===== src/rtl/pi1_arbiter_if.sv =====
// pi1 bus bundle between MASTERCOUNT masters, the arbiter and one shared slave.
// The slave modport is the arbiter's view; the master modport is its environment.
interface pi1_arbiter_if #(
   parameter int MASTERCOUNT = 2,
   parameter int ARCHBITSZ   = 32
);
   localparam int ADDRBITSZ = ARCHBITSZ - $clog2(ARCHBITSZ/8);
   localparam int SELBITSZ  = ARCHBITSZ/8;

   logic [2*MASTERCOUNT-1:0]         m_pi1_op_i;
   logic [ADDRBITSZ*MASTERCOUNT-1:0] m_pi1_addr_i;
   logic [ARCHBITSZ*MASTERCOUNT-1:0] m_pi1_data_i;
   logic [ARCHBITSZ-1:0]             m_pi1_data_o;
   logic [SELBITSZ*MASTERCOUNT-1:0]  m_pi1_sel_i;
   logic [MASTERCOUNT-1:0]           m_pi1_rdy_o;
   logic [1:0]                       s_pi1_op_o;
   logic [ADDRBITSZ-1:0]             s_pi1_addr_o;
   logic [ARCHBITSZ-1:0]             s_pi1_data_o;
   logic [ARCHBITSZ-1:0]             s_pi1_data_i;
   logic [SELBITSZ-1:0]              s_pi1_sel_o;
   logic                             s_pi1_rdy_i;

   modport slave (
      input  m_pi1_op_i, m_pi1_addr_i, m_pi1_data_i, m_pi1_sel_i, s_pi1_data_i, s_pi1_rdy_i,
      output m_pi1_data_o, m_pi1_rdy_o, s_pi1_op_o, s_pi1_addr_o, s_pi1_data_o, s_pi1_sel_o
   );

   modport master (
      output m_pi1_op_i, m_pi1_addr_i, m_pi1_data_i, m_pi1_sel_i, s_pi1_data_i, s_pi1_rdy_i,
      input  m_pi1_data_o, m_pi1_rdy_o, s_pi1_op_o, s_pi1_addr_o, s_pi1_data_o, s_pi1_sel_o
   );
endinterface


===== src/rtl/pi1_arbiter.sv =====
// Round-robin share of one pi1 slave among MASTERCOUNT masters; zero-latency forwarding.
// Ownership moves only when the owner is idle and the slave is ready, so responses never misroute.
module pi1_arbiter #(
   parameter int MASTERCOUNT = 2,
   parameter int ARCHBITSZ   = 32
) (
   input logic       clk_i,
   input logic       rst_i,
   pi1_arbiter_if.slave bus
);
   localparam int ADDRBITSZ = ARCHBITSZ - $clog2(ARCHBITSZ/8);
   localparam int SELBITSZ  = ARCHBITSZ/8;
   localparam int OWNW      = (MASTERCOUNT > 1) ? $clog2(MASTERCOUNT) : 1;

   logic [OWNW-1:0]        own;
   logic [OWNW-1:0]        nxt;
   logic                   found;
   logic [1:0]             own_op;
   logic [MASTERCOUNT-1:0] rdy;
   int                     own_idx;

   assign own_idx = int'(own);
   assign own_op  = bus.m_pi1_op_i[2*own_idx +: 2];

   assign bus.s_pi1_op_o   = rst_i ? 2'b00 : own_op;
   assign bus.s_pi1_addr_o = bus.m_pi1_addr_i[ADDRBITSZ*own_idx +: ADDRBITSZ];
   assign bus.s_pi1_data_o = bus.m_pi1_data_i[ARCHBITSZ*own_idx +: ARCHBITSZ];
   assign bus.s_pi1_sel_o  = bus.m_pi1_sel_i[SELBITSZ*own_idx +: SELBITSZ];
   assign bus.m_pi1_data_o = bus.s_pi1_data_i;
   assign bus.m_pi1_rdy_o  = rdy;

   always_comb begin
      rdy = '0;
      for (int k = 0; k < MASTERCOUNT; k++) begin
         rdy[k] = !rst_i && bus.s_pi1_rdy_i && (own_idx == k);
      end
   end

   // Scan farthest-first so the nearest requester after own overwrites the others.
   always_comb begin
      nxt   = own;
      found = 1'b0;
      for (int d = MASTERCOUNT-1; d >= 1; d--) begin
         if (bus.m_pi1_op_i[2*((own_idx + d) % MASTERCOUNT) +: 2] != 2'b00) begin
            nxt   = OWNW'((own_idx + d) % MASTERCOUNT);
            found = 1'b1;
         end
      end
   end

   always_ff @(posedge clk_i) begin
      if (rst_i) begin
         own <= '0;
      end else if (bus.s_pi1_rdy_i && (own_op == 2'b00) && found) begin
         own <= nxt;
      end
   end
endmodule


===== src/flat_wrapper.sv =====
// flat-port wrapper written by rule: the top's interface ports become plain ports
module pi1_arbiter_flat 
#(
   parameter int MASTERCOUNT = 2,
   parameter int ARCHBITSZ   = 32
)
  (clk_i, rst_i, bus_m_pi1_op_i, bus_m_pi1_addr_i, bus_m_pi1_data_i, bus_m_pi1_sel_i, bus_s_pi1_data_i, bus_s_pi1_rdy_i, bus_m_pi1_data_o, bus_m_pi1_rdy_o, bus_s_pi1_op_o, bus_s_pi1_addr_o, bus_s_pi1_data_o, bus_s_pi1_sel_o);
  pi1_arbiter_if #(.MASTERCOUNT(MASTERCOUNT), .ARCHBITSZ(ARCHBITSZ)) bus_i ();
  input logic clk_i;
  input logic rst_i;
  input wire logic [$bits(bus_i.m_pi1_op_i)-1:0] bus_m_pi1_op_i;
  input wire logic [$bits(bus_i.m_pi1_addr_i)-1:0] bus_m_pi1_addr_i;
  input wire logic [$bits(bus_i.m_pi1_data_i)-1:0] bus_m_pi1_data_i;
  input wire logic [$bits(bus_i.m_pi1_sel_i)-1:0] bus_m_pi1_sel_i;
  input wire logic [$bits(bus_i.s_pi1_data_i)-1:0] bus_s_pi1_data_i;
  input wire logic [$bits(bus_i.s_pi1_rdy_i)-1:0] bus_s_pi1_rdy_i;
  output wire logic [$bits(bus_i.m_pi1_data_o)-1:0] bus_m_pi1_data_o;
  output wire logic [$bits(bus_i.m_pi1_rdy_o)-1:0] bus_m_pi1_rdy_o;
  output wire logic [$bits(bus_i.s_pi1_op_o)-1:0] bus_s_pi1_op_o;
  output wire logic [$bits(bus_i.s_pi1_addr_o)-1:0] bus_s_pi1_addr_o;
  output wire logic [$bits(bus_i.s_pi1_data_o)-1:0] bus_s_pi1_data_o;
  output wire logic [$bits(bus_i.s_pi1_sel_o)-1:0] bus_s_pi1_sel_o;
  assign bus_i.m_pi1_op_i = bus_m_pi1_op_i;
  assign bus_i.m_pi1_addr_i = bus_m_pi1_addr_i;
  assign bus_i.m_pi1_data_i = bus_m_pi1_data_i;
  assign bus_i.m_pi1_sel_i = bus_m_pi1_sel_i;
  assign bus_i.s_pi1_data_i = bus_s_pi1_data_i;
  assign bus_i.s_pi1_rdy_i = bus_s_pi1_rdy_i;
  assign bus_m_pi1_data_o = bus_i.m_pi1_data_o;
  assign bus_m_pi1_rdy_o = bus_i.m_pi1_rdy_o;
  assign bus_s_pi1_op_o = bus_i.s_pi1_op_o;
  assign bus_s_pi1_addr_o = bus_i.s_pi1_addr_o;
  assign bus_s_pi1_data_o = bus_i.s_pi1_data_o;
  assign bus_s_pi1_sel_o = bus_i.s_pi1_sel_o;
  pi1_arbiter #(.MASTERCOUNT(MASTERCOUNT), .ARCHBITSZ(ARCHBITSZ)) u_core (.clk_i(clk_i), .rst_i(rst_i), .bus(bus_i));
endmodule

===== config.mk =====
export PLATFORM = sky130hd
export DESIGN_NAME = pi1_arbiter_flat
export DESIGN_NICKNAME = d
export VERILOG_FILES = /design/src/rtl/pi1_arbiter_if.sv /design/src/rtl/pi1_arbiter.sv /design/src/flat_wrapper.sv
export SDC_FILE = /design/constraint.sdc
export NUM_CORES = 1
export LEC_CHECK = 0
export ABC_AREA = 1
export CORE_AREA = 2 2 105 107
export DETAILED_ROUTE_END_ITERATION = 12
export DIE_AREA = 0 0 107 109
export PLACE_DENSITY_LB_ADDON = 0.08
export SLEW_MARGIN = 20
export SYNTH_ARGS = -nofsm -noshare
export SYNTH_HDL_FRONTEND = slang
export SYNTH_SLANG_ARGS = --single-unit

===== constraint.sdc =====
create_clock -name clk_i -period 0.9 [get_ports clk_i]
set_input_delay 0.09 -clock clk_i [delete_from_list [all_inputs] [get_ports clk_i]]
set_output_delay 0.09 -clock clk_i [all_outputs]
set_load 0.03 [all_outputs]

==> flow_metrics.tcl <==
set metrics [dict create \
    cap_viol_max_count 0 \
    regMostFlops "u_core.own" \
    fin_ws_ns -0.158 \
    ys_ff_latch 1 \
    clock_skew_ns 0 \
    critPathSlowestCell "dfxtp_4" \
    grt_pass1_vias 2180 \
    rsz0062_at_grt "true" \
    regToRegSetupSlack_ns -0.12 \
    nFillCells 1123 \
    largest_reg_flops 1 \
    syn_area_per_cell_sq_um 4.51 \
    finalInstanceArea_sq_um 4020 \
    drive_gt1_frac 0.415 \
    die_width_um 107 \
    path_cells "buf_12, buf_12, nand2_1, nand2_4, buf_6" \
    vias_per_cell 3.75 \
    drt-pass1-iter-count 3 \
    crit_path_max_incr_delay_ns 0.39 \
    critPathKind "flip-flop to output port" \
    clock_latency_ns 0 \
    p_per_area_nw_per_um2 688 \
    layout.nets 621 \
    tightest_slew_ns 0.225 \
    placementRows 38 \
    cp.arrival_ns 0.97 \
    power.total_w 0.00277 \
    gp_congestion 0.699 \
    grt_overflow 0 \
    finalCritPeriodShare 1.18 \
    hold_viol 0 \
    violations "setup timing" \
    area_delta_synth_final_pct 225 \
    grt_usage 0.109 \
    finalCriticalPeriod_ns 1.06 \
    critPathLaunchType "flip-flop" \
    ir_drop_mv 0.273 \
    grt_max_degree 32 \
    max_slew_margin 0.850 \
    core-area_sq_um 10600 \
    place_ws_ns -0.266 \
    wl_um 7050 \
    synth_cells 274 \
    status "finished, violations left" \
    layout_commonest_cell "clkdlybuf4s50_1" \
    wire_per_inst_um 11.9 \
    netlist_area_sq_um 1230 \
    die_area_sq_um 11700 \
    fin_setup_tns_ns -8.91 \
    setup_viol_count_final 71 \
    io-pin-count 273 \
    critPathLaunch "u_core.own$_SDFFE_PP0P_" \
    multi_input_area_sq_um 1450 \
    leakage_nw 1.86 \
    cpMostUsedCell "buf_12" \
    holdBufCountCts 0 \
    ant_nets 0 \
    io_buffers 208 \
    fmax_ghz 0.945 \
    final_cell_mix "clkdlybuf4s50_1, nand2_1, nand2_4, buf_6, buf_4" \
    drt_iter0_markers 43 \
    grt_antenna_before_repair 4 \
    path_clk_slew_ns 0 \
    syn_nets 445 \
    grt_pass1_wl_um 10500 \
    hp-class "input pin to output port" \
    initial_utilization 0.116 \
    hp-start "bus_s_pi1_data_i[17]" \
    drc 0 \
    die_h_um 109 \
    reg_top3 "u_core.own: 1 flops" \
    hpwl_um 5830 \
    crit_required_ns 0.81 \
    ys_seq_area_frac 0.0162 \
    whs_ns 0.180 \
    yosysUniqueCellTypes 12 \
    crit_fanout 16 \
    register_area_sq_um 23.8 \
    placed_area_sq_um 3690 \
    cp-end-kind "output port" \
    yosysWarningCount 0 \
    num_vias 2216 \
    rr_startpoint "u_core.own$_SDFFE_PP0P_" \
    slew_viol_final 0 \
]
worst max-delay path: cells and delay by family (launching register included):
kind | cells | cell delay (ns)
and+or+nand+nor | 2 | 0.17
buffers and inverters | 3 | 0.40
DFF | 1 | 0.39
power by group:
group	internal, W	switching, W
Clock	0.000000000446	0
Combinational	0.00137	0.00134
Sequential	0.0000472	0.00000875
stage by stage:
step,util,cells
floorplan,-,274
global placement,0.348,586
detailed placement,0.348,586
CTS,0.374,587
global route,0.379,590
finish,0.379,591
worst paths after layout:
path                                  end  cells after the start
setup / recovery     bus_s_pi1_addr_o[11]                      5
setup reg to reg  u_core.own$_SDFFE_PP0P_                      6
hold reg to reg   u_core.own$_SDFFE_PP0P_                      5
hold / removal       bus_m_pi1_data_o[17]                      0
final cells by class:
class | count | share of cell area
Multi-Input combinational cell | 218 | 0.361
Timing Repair Buffer | 221 | 0.579
Tap cell | 140 | 0.0436
Antenna cell | 3 | 0.00187
Sequential cell | 1 | 0.00592
Inverter | 8 | 0.00934
metal layers:
layer | vias up | GRT usage | share of wire
met5 | - | 0 | 0.0018
met4 | 2 | 0.00557 | 0.0054
met3 | 10 | 0.0484 | 0.14
met2 | 141 | 0.206 | 0.49
met1 | 933 | 0.117 | 0.36
li1 | 1130 | - | -
cell families (layout without fill, tap and decap cells):
family | Yosys count | in the layout | share of synthesized area
buffers and inverters | 55 | 229 | 0.313
other | 0 | 3 | 0
and+or+nand+nor | 218 | 218 | 0.671
DFF | 1 | 1 | 0.0162
cells in the mapped netlist:
| master | number | area [sq um] |
|---|---|---|
| inv_1 | 7 | 26.3 |
| nand3_1 | 2 | 10.0 |
| dfxtp_1 | 1 | 20.0 |
| nor2_2 | 1 | 6.26 |
| nor2_1 | 6 | 22.5 |
| buf_4 | 35 | 263 |
| inv_4 | 1 | 6.26 |
| nand2_1 | 206 | 773 |
| nor3_1 | 2 | 10.0 |
| nand2_2 | 1 | 6.26 |
| buf_2 | 7 | 35.0 |
| buf_6 | 5 | 56.3 |
what timing repair did:
action,CTS,global route
cloned,1,1
buffers inserted,0,0
pin swaps,6,2
endpoints found under the setup margin,71,71
gates resized for setup,84,5
No activity file was read; power rests on OpenSTA's default activity.
